$ cat src/rtl/adc_pkg.sv
// rtl/adc_pkg.sv - shared widths, scheduler states and FIFO entry layout for the adc path
package adc_pkg;
  localparam int W_DATA = 18;
  localparam int N_CHAN = 8;
  localparam int W_CHAN = 3;
  localparam int DEPTH  = 8;
  localparam int W_PTR  = $clog2(DEPTH);
  localparam int W_LVL  = $clog2(DEPTH) + 1;

  typedef enum logic [1:0] {
    ST_IDLE = 2'd0,
    ST_SYNC = 2'd1,
    ST_RUN  = 2'd2
  } sched_state_t;

  typedef struct packed {
    logic [W_CHAN-1:0] chan;
    logic [W_DATA-1:0] data;
  } fifo_entry_t;
endpackage

$ cat src/rtl/adc_chan_scheduler_if.sv
// rtl/adc_chan_scheduler_if.sv - sample-pair input and single-sample output handshake bundle
interface adc_chan_scheduler_if;
  import adc_pkg::*;

  logic                     dv_in;
  logic [W_CHAN-1:0]        chan_a_in;
  logic [W_CHAN-1:0]        chan_b_in;
  logic signed [W_DATA-1:0] data_a_in;
  logic signed [W_DATA-1:0] data_b_in;
  logic                     rdy_in;
  logic                     dv_out;
  logic [W_CHAN-1:0]        chan_out;
  logic signed [W_DATA-1:0] data_out;

  modport master (
    output dv_in, chan_a_in, chan_b_in, data_a_in, data_b_in, rdy_in,
    input  dv_out, chan_out, data_out
  );

  modport slave (
    input  dv_in, chan_a_in, chan_b_in, data_a_in, data_b_in, rdy_in,
    output dv_out, chan_out, data_out
  );
endinterface

$ cat src/rtl/sched_fifo2w.sv
// rtl/sched_fifo2w.sv - first-word-fall-through FIFO, up to two writes and one read per cycle
module sched_fifo2w
  import adc_pkg::*;
(
  input  logic             clk_in,
  input  logic             reset_in,
  input  logic             flush_in,
  input  logic [1:0]       wr_cnt_in,
  input  fifo_entry_t      wr_data0_in,
  input  fifo_entry_t      wr_data1_in,
  input  logic             rd_in,
  output fifo_entry_t      head_out,
  output logic [W_LVL-1:0] level_out
);
  fifo_entry_t      mem [DEPTH];
  logic [W_PTR-1:0] wptr;
  logic [W_PTR-1:0] rptr;

  // Slot 0 is always filled first, so a single write lands at wptr
  always_ff @(posedge clk_in) begin
    if (wr_cnt_in != 2'd0) mem[wptr] <= wr_data0_in;
    if (wr_cnt_in == 2'd2) mem[wptr + W_PTR'(1)] <= wr_data1_in;
  end

  always_ff @(posedge clk_in or posedge reset_in) begin
    if (reset_in) begin
      wptr      <= '0;
      rptr      <= '0;
      level_out <= '0;
    end else if (flush_in) begin
      wptr      <= '0;
      rptr      <= '0;
      level_out <= '0;
    end else begin
      wptr      <= wptr + W_PTR'(wr_cnt_in);
      rptr      <= rptr + W_PTR'(rd_in);
      level_out <= level_out + W_LVL'(wr_cnt_in) - W_LVL'(rd_in);
    end
  end

  assign head_out = mem[rptr];
endmodule

$ cat src/rtl/adc_chan_scheduler.sv
// rtl/adc_chan_scheduler.sv - masks adc sample pairs, aligns to conversion cycles, queues for the pid core
module adc_chan_scheduler
  import adc_pkg::*;
(
  input  logic                 clk_in,
  input  logic                 reset_in,
  input  logic                 enable_in,
  input  logic [N_CHAN-1:0]    chan_en_in,
  input  logic                 clr_ovr_in,
  adc_chan_scheduler_if.slave  bus,
  output logic                 overrun_out,
  output logic [W_LVL-1:0]     level_out
);
  sched_state_t      state;
  logic [N_CHAN-1:0] mask_reg;
  logic [N_CHAN-1:0] eff_mask;
  logic              boundary;
  logic              process;
  logic              en_a;
  logic              en_b;
  logic              fits;
  logic              pop;
  logic              flush;
  logic [1:0]        need;
  logic [1:0]        wr_cnt;
  logic [W_LVL-1:0]  free_slots;
  fifo_entry_t       ent_a;
  fifo_entry_t       ent_b;
  fifo_entry_t       head;

  assign boundary = (bus.chan_a_in == '0);
  assign process  = enable_in & bus.dv_in &
                    ((state == ST_RUN) | ((state == ST_SYNC) & boundary));

  // A boundary pair is judged by the mask it is about to latch
  assign eff_mask   = boundary ? chan_en_in : mask_reg;
  assign en_a       = eff_mask[bus.chan_a_in];
  assign en_b       = eff_mask[bus.chan_b_in];
  assign need       = {1'b0, en_a} + {1'b0, en_b};
  assign free_slots = W_LVL'(DEPTH) - level_out;
  assign fits       = (W_LVL'(need) <= free_slots);
  assign wr_cnt     = (process & fits) ? need : 2'd0;

  assign ent_a.chan = bus.chan_a_in;
  assign ent_a.data = bus.data_a_in;
  assign ent_b.chan = bus.chan_b_in;
  assign ent_b.data = bus.data_b_in;

  // Leaving the enabled states clears the queue on the same edge the state drops
  assign flush = (state == ST_IDLE) | ~enable_in;

  assign bus.dv_out   = (state != ST_IDLE) & (level_out != '0);
  assign pop          = bus.dv_out & bus.rdy_in;
  assign bus.chan_out = bus.dv_out ? head.chan : '0;
  assign bus.data_out = bus.dv_out ? head.data : '0;

  sched_fifo2w u_fifo (
    .clk_in      (clk_in),
    .reset_in    (reset_in),
    .flush_in    (flush),
    .wr_cnt_in   (wr_cnt),
    .wr_data0_in (en_a ? ent_a : ent_b),
    .wr_data1_in (ent_b),
    .rd_in       (pop),
    .head_out    (head),
    .level_out   (level_out)
  );

  always_ff @(posedge clk_in or posedge reset_in) begin
    if (reset_in) begin
      state       <= ST_IDLE;
      mask_reg    <= '0;
      overrun_out <= 1'b0;
    end else begin
      case (state)
        ST_IDLE: if (enable_in) state <= ST_SYNC;
        ST_SYNC: begin
          if (!enable_in)   state <= ST_IDLE;
          else if (process) state <= ST_RUN;
        end
        ST_RUN:  if (!enable_in) state <= ST_IDLE;
        default: state <= ST_IDLE;
      endcase
      if (process & boundary) mask_reg <= chan_en_in;
      if (process & ~fits)     overrun_out <= 1'b1;
      else if (clr_ovr_in)     overrun_out <= 1'b0;
    end
  end
endmodule

$ cat src/flat_wrapper.sv
// flat-port wrapper written by rule: the top's interface ports become plain ports
module adc_chan_scheduler_flat import adc_pkg::*;
  (clk_in, reset_in, enable_in, chan_en_in, clr_ovr_in, overrun_out, level_out, bus_dv_in, bus_chan_a_in, bus_chan_b_in, bus_data_a_in, bus_data_b_in, bus_rdy_in, bus_dv_out, bus_chan_out, bus_data_out);
  adc_chan_scheduler_if bus_i ();
  input  logic clk_in;
  input  logic reset_in;
  input  logic enable_in;
  input  logic [N_CHAN-1:0] chan_en_in;
  input  logic clr_ovr_in;
  output logic overrun_out;
  output logic [W_LVL-1:0] level_out;
  input wire logic [$bits(bus_i.dv_in)-1:0] bus_dv_in;
  input wire logic [$bits(bus_i.chan_a_in)-1:0] bus_chan_a_in;
  input wire logic [$bits(bus_i.chan_b_in)-1:0] bus_chan_b_in;
  input wire logic [$bits(bus_i.data_a_in)-1:0] bus_data_a_in;
  input wire logic [$bits(bus_i.data_b_in)-1:0] bus_data_b_in;
  input wire logic [$bits(bus_i.rdy_in)-1:0] bus_rdy_in;
  output wire logic [$bits(bus_i.dv_out)-1:0] bus_dv_out;
  output wire logic [$bits(bus_i.chan_out)-1:0] bus_chan_out;
  output wire logic [$bits(bus_i.data_out)-1:0] bus_data_out;
  assign bus_i.dv_in = bus_dv_in;
  assign bus_i.chan_a_in = bus_chan_a_in;
  assign bus_i.chan_b_in = bus_chan_b_in;
  assign bus_i.data_a_in = bus_data_a_in;
  assign bus_i.data_b_in = bus_data_b_in;
  assign bus_i.rdy_in = bus_rdy_in;
  assign bus_dv_out = bus_i.dv_out;
  assign bus_chan_out = bus_i.chan_out;
  assign bus_data_out = bus_i.data_out;
  adc_chan_scheduler u_core (.clk_in(clk_in), .reset_in(reset_in), .enable_in(enable_in), .chan_en_in(chan_en_in), .clr_ovr_in(clr_ovr_in), .bus(bus_i), .overrun_out(overrun_out), .level_out(level_out));
endmodule
$ cat config.mk
export PLATFORM = sky130hd
export DESIGN_NAME = adc_chan_scheduler_flat
export DESIGN_NICKNAME = d
export VERILOG_FILES = /design/src/rtl/adc_pkg.sv /design/src/rtl/adc_chan_scheduler_if.sv /design/src/rtl/sched_fifo2w.sv /design/src/rtl/adc_chan_scheduler.sv /design/src/flat_wrapper.sv
export SDC_FILE = /design/constraint.sdc
export NUM_CORES = 1
export LEC_CHECK = 0
export BUFFER_PORTS_ARGS = -buffer_cell sky130_fd_sc_hd__buf_2
export CELL_PAD_IN_SITES_DETAIL_PLACEMENT = 1
export CELL_PAD_IN_SITES_GLOBAL_PLACEMENT = 2
export CORE_MARGIN = 4
export CORE_UTILIZATION = 45
export DETAILED_ROUTE_END_ITERATION = 16
export GPL_TIMING_DRIVEN = 0
export HOLD_SLACK_MARGIN = 0.05
export PLACE_DENSITY = 0.82
export SLEW_MARGIN = 20
export SYNTH_ARGS = -nofsm -noshare
export SYNTH_HDL_FRONTEND = slang
export SYNTH_HIERARCHICAL = 1
export SYNTH_SLANG_ARGS = --single-unit
$ cat constraint.sdc
create_clock -name clk_in -period 6.1 [get_ports clk_in]
set_input_delay 1.83 -clock clk_in [delete_from_list [all_inputs] [get_ports clk_in]]
set_output_delay 1.83 -clock clk_in [all_outputs]
set_load 0.05 [all_outputs]
# Yosys cells after proc, flatten, opt, wreduce, memory -nomap -nowiden

Memories as Yosys holds them, arrays and structs flattened.
Index checks and enable logic that the tools add are counted.

Bits in registers: 21
Latch bits: 0
RAM bits: 168
Bits in read-only memories: 0
Input port bits: 56
Output and inout bits: 27
Logic and storage cells: 65
Memories kept: 1

Memories:

| memory            | words | bits a word | read ports | clocked after Yosys merged registers in | write ports | RTL line           | source |
|---|---|---|---|---|---|---|---|
| u_core.u_fifo.mem | 8     | 21          | 1          | 0                                       | 2           | sched_fifo2w.sv:15 | `fifo_entry_t mem [DEPTH];` |

$add $sub $neg: 7
Multiply operators: 0
Div/mod/pow operators: 0
$lt $le $gt $ge: 3
Equality and inequality tests: 6
Shift operators: 0
Multiplexer cells: 23
Bitwise logic cells: 12
Reductions and logical operators: 7

Operators by type and width:

| cell                                                | number |
|---|---|
| two-way mux 21 bit                                  | 1 |
| two-way mux 18 bit                                  | 1 |
| two-way mux 2 bit                                   | 5 |
| two-way mux 3 bit                                   | 3 |
| AND 1 bit                                           | 8 |
| < comparator 3 x 4 -> 1 bit (second input constant) | 2 |
| two-way mux 1 bit                                   | 8 |
| two-way mux 8 bit                                   | 1 |
| binary-select mux 1 bit (select 3 bit)              | 2 |
| case mux 2 bit (3 select lines)                     | 1 |
| nonzero test 2 bit                                  | 3 |
| adder 4 x 2 -> 4 bit                                | 1 |
| equality test 2 bit (second input constant)         | 2 |
| <= comparator 2 x 4 -> 1 bit                        | 1 |
| two-way mux 4 bit                                   | 1 |
| != test 2 bit (second input constant)               | 2 |
| nonzero test 4 bit                                  | 1 |
| subtractor 4 x 1 -> 4 bit                           | 1 |
| subtractor 4 bit (first input constant)             | 1 |
| adder 3 x 1 -> 3 bit                                | 1 |
| adder 3 x 1 -> 3 bit (second input constant)        | 1 |
| adder 3 x 2 -> 3 bit                                | 1 |
| zero test 3 bit                                     | 1 |
| != test 3 x 2 -> 1 bit (second input constant)      | 1 |
| 6 further kinds                                     | 8 |

# Longest topological paths before layout

Gate-level depths: netlist (run 1).

Word-level depth: 11
Depth in mapped cells: 19
Depth with buffers taken out: 18

# By module

The synthesis (run 1) kept the hierarchy.

By module, submodules not included:

| module             | instances | cells each | area an instance (µm²) | sequential area each (µm²) |
|---|---|---|---|---|
| sched_fifo2w       | 1         | 506        | 9073.7                 | 5295.1 |
| adc_chan_scheduler | 1         | 119        | 1307.5                 | 275.3 |

# Worst setup path before layout (run 1)

OpenSTA, ideal clock, no wires.

Path kind: input -> register
From: input bus_chan_a_in[0]
To: memory u_core/u_fifo/mem[1][0] in the netlist's numbering, enable pin
Library setup time: 0.432 ns
Arrival time: 6.146 ns
Required time: 5.668 ns
Setup slack: -0.478 ns
Stages on the path: 14
Buffers on the path: 1
Cell sequence: buf_6 > nor3_4 > mux4_2 > mux2i_1 > mux2i_1 > ha_1 > inv_1 > ha_1 > inv_1 > a21oi_1 > a2111oi_0 > nor3_1 > o21ai_0 > o31ai_1

RTL lines:

| item            | RTL line           | source |
|---|---|---|
| start, declared | flat_wrapper.sv:13 | `input wire logic [$bits(bus_i.chan_a_in)-1:0] bus_chan_a_in;` |
| end, declared   | sched_fifo2w.sv:15 |  |

==> results.py, run 1 <==
metrics = {
    "sta": {
        "timing.slew.headroom": 0.336,
        "setup_tns_ns": 0,
        "finalClockSkew_ns": 0.0104,
        "final.period_utilization": 0.963,
        "fmaxAchievable_ghz": 0.170,
        "tightest_slew_ns": 0.996,
        "finalCriticalPeriod_ns": 5.87,
        "setup_viol_count_final": 0,
        "layout_setup_ws_ns": 0.228,
        "final_max_slew_viol_count": 0,
        "final-hold-violation-count": 0,
        "finalHoldWorstSlack_ns": 0.527,
    },
    "finish": {
        "final_nets": 811,
        "area_growth_syn_to_layout_pct": 16.8,
        "antennaDiodeCount": 0,
        "largest_register_ff_count": 168,
        "post_route_cells_drive_above_1_share": 0.582,
        "layout.cells.most_common": "sky130_fd_sc_hd__mux2_2",
        "layout.cells.most_common_list": "sky130_fd_sc_hd__mux2_2 (194), sky130_fd_sc_hd__edfxtp_1 (168), sky130_fd_sc_hd__buf_2 (88), sky130_fd_sc_hd__mux4_2 (47)",
        "utilization": 0.535,
    },
    "critical_path": {
        "worstSetupStartpointType": "input port",
        "maximum_fanout_encountered_on_the_critical_timing_path": 10,
        "critPathRequiredTime_ns": 6.29,
        "worst-endpoint-arrival_ns": 6.06,
        "max_stage_delay_ns": 0.55,
        "crit_slowest_cell": "sky130_fd_sc_hd__mux4_2",
        "worstSetupEndpointType": "flip-flop",
        "worst_setup_path_category": "in -> reg",
        "crit_chain": "buf_2 -> nor3_4 -> mux4_2 -> mux2i_1 -> mux2i_1 -> ha_1 -> ha_1 -> a21oi_1 -> a2111oi_4 -> nor3_2 -> and4bb_2 -> nand2_1 -> buf_2 -> o31ai_4 -> buf_8 -> buf_8",
    },
    "floorplan": {
        "floorplan.io_pins": 83,
        "die_height_um": 160,
        "fp.dieArea_um2": 25600,
        "std_cell_rows": 55,
        "initial_utilization": 0.459,
        "core_area_um2": 22600,
        "die_width_um": 160,
    },
    "synth": {
        "ys_ff_latch": 189,
        "synth.cell_area_um2": 10400,
        "synth.lib_cells_used.distinct": 49,
        "ys_seq_area_frac": 0.537,
        "post_synth_main_area_contributors": "sky130_fd_sc_hd__edfxtp_1 (49%), sky130_fd_sc_hd__mux2_2 (21%), sky130_fd_sc_hd__mux4_2 (10%)",
        "yosys_warnings": 6,
        "netlist_instances": 625,
        "synth_async_sr_flop_share": 0.111,
        "synth_enable_flop_cells": 168,
        "synthFlopType": "sky130_fd_sc_hd__edfxtp_1",
        "synth.top_cell.area_share": 0.486,
        "postSynthNetCount": 696,
        "synth.avg_cell_area_um2": 16.6,
        "synth.largest_area_cell": "sky130_fd_sc_hd__edfxtp_1",
    },
    "global_routing": {
        "antenna_found_initial": 0,
        "groute.usage.overall": 0.216,
        "grt_overflow": 0,
        "grt_pass1_vias": 6843,
        "grt_max_degree": 19,
        "grt_first_pass_wirelength_um": 41700,
    },
    "clocking": {
        "cts-buffers-inserted": 17,
        "sinks_on_the_clock_net": 189,
        "tritoncts_clock_tree": "built",
        "clkLatencyLatePin_ns": 0.44,
        "clock_path_buffers": 2,
        "ctsHtreeMaxLevel": 4,
        "hold_buffers": 0,
        "path_clk_slew_ns": 0.07,
        "cts-root-buf": "sky130_fd_sc_hd__clkbuf_16",
    },
    "route": {
        "wl_per_cell_um": 25.8,
        "first_pass_iters": 4,
        "detail_route.drc_violations": 0,
        "wl_um": 26800,
        "postRouteAntennaNets": 0,
        "vias_per_std_cell": 5.87,
        "drt_initial_violations": 494,
        "number_of_vias_in_the_routed_layout": 6089,
    },
    "placed_design": {
        "gp_congestion": 0.803,
        "detailedPlacementHpwl_um": 18100,
        "io_buffers": 81,
        "placement.setup.worst_slack_ns": -0.804,
    },
    "pwr": {
        "total_power_mw": 2.95,
        "pwr_density_cell_nw_per_um2": 243,
        "static-leakage-power_nw": 4.35,
        "vdd.ir_drop.worst_v": 0.000183,
    },
    "outcome": {
        "status": "complete, no violations",
    },
    "min_path": {
        "hold_path.class": "reg -> reg",
    },
    "run": {
        "number_of_max_cap_violations": 0,
    },
}
==> where the power goes <==
part | leakage, nW | switching, mW | internal [mW]
registers | 1.79 | 0.00916 | 1.45
clock network | 0.278 | 0.527 | 0.579
logic | 2.28 | 0.177 | 0.204
total | 4.35 | 0.713 | 2.24
==> final cells by class <==
cell class                      count  area [µm²]
Fill cell                        2093       10500
Sequential cell                   189        5570
Multi-Input combinational cell    381        4630
Timing Repair Buffer               96         664
Clock buffer                       17         425
Tap cell                          285         357
Buffer                             35         239
Clock inverter                     15         158
Inverter                           20        75.1
==> cell usage after synthesis (3+ instances only) <==
master	instances
sky130_fd_sc_hd__buf_6	5
sky130_fd_sc_hd__buf_2	7
sky130_fd_sc_hd__nand2_2	3
sky130_fd_sc_hd__mux2i_1	4
sky130_fd_sc_hd__mux2_2	194
sky130_fd_sc_hd__mux4_2	47
sky130_fd_sc_hd__nor2_1	8
sky130_fd_sc_hd__o21ai_0	7
sky130_fd_sc_hd__nor2b_1	9
sky130_fd_sc_hd__xnor2_1	4
sky130_fd_sc_hd__ha_1	13
sky130_fd_sc_hd__edfxtp_1	168
sky130_fd_sc_hd__nand3_1	5
sky130_fd_sc_hd__mux2_4	22
sky130_fd_sc_hd__inv_1	20
sky130_fd_sc_hd__clkbuf_1	9
sky130_fd_sc_hd__nand2_1	5
sky130_fd_sc_hd__dfrtp_1	21
sky130_fd_sc_hd__buf_4	11
sky130_fd_sc_hd__a21oi_1	4
sky130_fd_sc_hd__and2_1	22
==> cells by family (layout without fill, tap and decap cells) <==
kind of cell               after synthesis  after routing  synth area share
buffers and inverters                   55            183            0.0303
AOI/OAI and AO/OA                       25             25            0.0166
and+or+nand+nor                         64             64            0.0386
muxes                                  269            269             0.350
xor gates and xnor gates                 8              8           0.00820
adders and majority gates               15             15            0.0195
DFF                                    189            189             0.537
==> final timing paths <==
check,start,end,slack (ns),depth (start not counted)
setup / recovery,bus_chan_a_in[1],u_core/u_fifo/mem[0][2]$_DFFE_PP_,0.23,16
hold / removal,u_core/mask_reg[0]$_DFFE_PP0P_,u_core/mask_reg[0]$_DFFE_PP0P_,0.53,1
setup reg to reg,u_core/mask_reg[3]$_DFFE_PP0P_,u_core/u_fifo/mem[0][2]$_DFFE_PP_,1.64,15
hold reg to reg,u_core/mask_reg[0]$_DFFE_PP0P_,u_core/mask_reg[0]$_DFFE_PP0P_,0.53,1
max in group asynchronous,reset_in,u_core/mask_reg[7]$_DFFE_PP0P_,4.43,2
min in group asynchronous,reset_in,u_core/u_fifo/level_out[1]$_DFF_PP0_,1.38,2
==> repair_timing <==
| action | in CTS | in global routing |
|---|---|---|
| setup buffers | 0 | 5 |
| pin swaps | 0 | 3 |
| setup endpoints to repair | 173 | 144 |
| resized for setup | 3 | 3 |
| cloned | 0 | 0 |
==> routing by layer <==
metal,vias to the layer above,track usage,part of all wire
li1,2699,-,-
met2,170,0.374,0.52
met5,-,0,0
met1,3189,0.283,0.41
met3,31,0.0366,0.049
met4,0,0.0551,0.016
==> critical path, delay by kind of cell <==
family	cells	cell delay, ns
AOI/OAI and AO/OA	3	0.62
adders and majority gates	2	0.58
buffers and inverters	4	0.89
muxes	3	0.83
and+or+nand+nor	4	1.27
==> per-stage QoR <==
step / instance area (µm²) / cells
finish: 12100 / 1038
detailed placement: 11500 / 1001
global route: 12100 / 1038
floorplan: 10400 / 625
CTS: 12100 / 1033
global placement: 11200 / 991
Power figures use the tool's default switching activity.
==> inputs of run 2 (changes only) <==
--- a/config.mk
+++ b/config.mk
@@ -13,6 +13,7 @@
 export DETAILED_ROUTE_END_ITERATION = 16
 export GPL_TIMING_DRIVEN = 0
 export HOLD_SLACK_MARGIN = 0.05
+export MAX_ROUTING_LAYER = met4
 export PLACE_DENSITY = 0.82
 export SLEW_MARGIN = 20
 export SYNTH_ARGS = -nofsm -noshare
==> results.py, run 2 (synthesis gave the netlist of run 1 again) <==
metrics = {
    "outcome": {
        "status": "complete, no violations",
    },
    "finish": {
        "stdcell_count": 1038,
        "area_growth_syn_to_layout_pct": 16.8,
        "post_route_cells_drive_above_1_share": 0.582,
        "antennaDiodeCount": 0,
        "layout.filler_cells": 2093,
        "register_area_um2": 5570,
        "layout.cells.most_common": "sky130_fd_sc_hd__mux2_2",
        "layout.cells.most_common_list": "sky130_fd_sc_hd__mux2_2 (194), sky130_fd_sc_hd__edfxtp_1 (168), sky130_fd_sc_hd__buf_2 (88), sky130_fd_sc_hd__mux4_2 (47)",
        "largest_register_ff_count": 168,
        "multi_input_comb_area_um2": 4630,
        "final_nets": 811,
    },
    "pwr": {
        "vdd.ir_drop.worst_v": 0.000183,
        "static-leakage-power_nw": 4.35,
        "pwr_density_cell_nw_per_um2": 243,
    },
    "critical_path": {
        "worst-endpoint-arrival_ns": 6.07,
        "worstSetupStartpointType": "input port",
        "worstSetupEndpointType": "flip-flop",
        "worst_setup_path_category": "in -> reg",
        "crit_chain": "buf_2 -> nor3_4 -> mux4_2 -> mux2i_1 -> mux2i_1 -> ha_1 -> ha_1 -> a21oi_1 -> a2111oi_4 -> nor3_2 -> and4bb_2 -> nand2_1 -> buf_2 -> o31ai_4 -> buf_8 -> buf_8",
        "maximum_fanout_encountered_on_the_critical_timing_path": 10,
        "max_stage_delay_ns": 0.55,
        "critPathRequiredTime_ns": 6.29,
        "crit_slowest_cell": "sky130_fd_sc_hd__mux4_2",
    },
    "clocking": {
        "ctsHtreeMaxLevel": 4,
        "path_clk_slew_ns": 0.07,
        "clock_path_buffers": 2,
        "cts-root-buf": "sky130_fd_sc_hd__clkbuf_16",
        "hold_buffers": 0,
        "cts-buffers-inserted": 17,
        "clkLatencyLatePin_ns": 0.44,
        "tritoncts_clock_tree": "built",
        "sinks_on_the_clock_net": 189,
    },
    "route": {
        "wl_per_cell_um": 25.8,
        "number_of_vias_in_the_routed_layout": 6056,
        "first_pass_iters": 4,
        "detail_route.drc_violations": 0,
        "drt_initial_violations": 511,
        "postRouteAntennaNets": 0,
        "vias_per_std_cell": 5.83,
        "wl_um": 26800,
    },
    "placed_design": {
        "io_buffers": 81,
        "place_inst": 1001,
        "gp_congestion": 0.815,
        "detailedPlacementHpwl_um": 18100,
    },
    "floorplan": {
        "die_width_um": 160,
        "die_height_um": 160,
        "initial_utilization": 0.459,
        "floorplan.io_pins": 83,
        "std_cell_rows": 55,
        "fp.dieArea_um2": 25600,
        "core_area_um2": 22600,
    },
    "global_routing": {
        "grt_pass1_vias": 6826,
        "highest_utilization_routing_layer_at_the_global_route_stage": "met2",
        "grt.met1_usage": 0.284,
        "grt_overflow": 0,
        "global_route.usage.met2": 0.374,
        "groute.usage.overall": 0.222,
        "grt_first_pass_wirelength_um": 41700,
        "antenna_found_initial": 0,
        "grt_max_degree": 19,
        "grt_use_met3": 0.0356,
    },
    "sta": {
        "final.period_utilization": 0.963,
        "final_max_slew_viol_count": 0,
        "tightest_slew_ns": 0.944,
        "final-hold-violation-count": 0,
        "timing.slew.headroom": 0.364,
        "fmaxAchievable_ghz": 0.170,
        "setup_viol_count_final": 0,
        "finalClockSkew_ns": 0.0110,
        "setup_tns_ns": 0,
        "finalCriticalPeriod_ns": 5.87,
    },
    "min_path": {
        "hold_path.class": "reg -> reg",
    },
    "run": {
        "number_of_max_cap_violations": 0,
    },
}
[run 2: timing repair]
item / 4_1_cts / 5_1_grt
pin swaps: 0 / 3
buffers inserted: 0 / 5
setup endpoints to repair: 173 / 144
gates resized for setup: 3 / 3
[run 2: layout make-up]
class,count,area share
flip-flops and latches,189,0.460
multi-input cells,381,0.382
inverters,20,0.00619
plain buffers,35,0.0197
well taps,285,0.0294
repair buffers,96,0.0548
clock buffers,17,0.0351
clock inverters,15,0.0130
[run 2: per-stage QoR]
step	setup WS [ns]	area (µm²)	hold slack (ns)	utilization	total power [mW]
3_5_place_dp	-0.804	11500	0.512	0.506	1.86
6_report	0.226	12100	0.527	0.535	2.95
5_1_grt	-0.0117	12100	0.550	0.535	3.07
3_3_place_gp	-2.64	11200	0.486	0.493	1.83
2_1_floorplan	-0.412	10400	0.452	-	1.76
4_1_cts	0.0121	12100	0.527	0.533	2.97
[run 2: layer usage]
layer | vias up | part of all wire
li1 | 2709 | -
met1 | 3166 | 0.42
met2 | 153 | 0.52
met4 | 0 | 0.015
met5 | - | 0
met3 | 28 | 0.042
[run 2: worst max-delay path: cells and delay by family]
kind / cells / cell delay [ns]
AOI/OAI and AO/OA: 3 / 0.63
adders and majority gates: 2 / 0.58
buffers and inverters: 4 / 0.89
muxes: 3 / 0.83
and+or+nand+nor: 4 / 1.27
[run 2: power by group]
group	total, mW	switching [mW]	internal [mW]
registers	1.46	0.00927	1.45
clock network	1.11	0.527	0.579
logic	0.381	0.177	0.204
total	2.95	0.714	2.24
[run 2: path summary, 6_finish.rpt]
kind	startpoint	endpoint	slack [ns]	depth (start not counted)
worst max-delay path	bus_chan_a_in[1]	u_core/u_fifo/mem[0][2]$_DFFE_PP_	0.23	16
worst min-delay path	u_core/mask_reg[0]$_DFFE_PP0P_	u_core/mask_reg[0]$_DFFE_PP0P_	0.53	1
worst max register to register	u_core/mask_reg[3]$_DFFE_PP0P_	u_core/u_fifo/mem[0][2]$_DFFE_PP_	1.63	15
worst min register to register	u_core/mask_reg[0]$_DFFE_PP0P_	u_core/mask_reg[0]$_DFFE_PP0P_	0.53	1
max in group asynchronous	reset_in	u_core/mask_reg[3]$_DFFE_PP0P_	4.43	2
min in group asynchronous	reset_in	u_core/u_fifo/level_out[1]$_DFF_PP0_	1.38	2
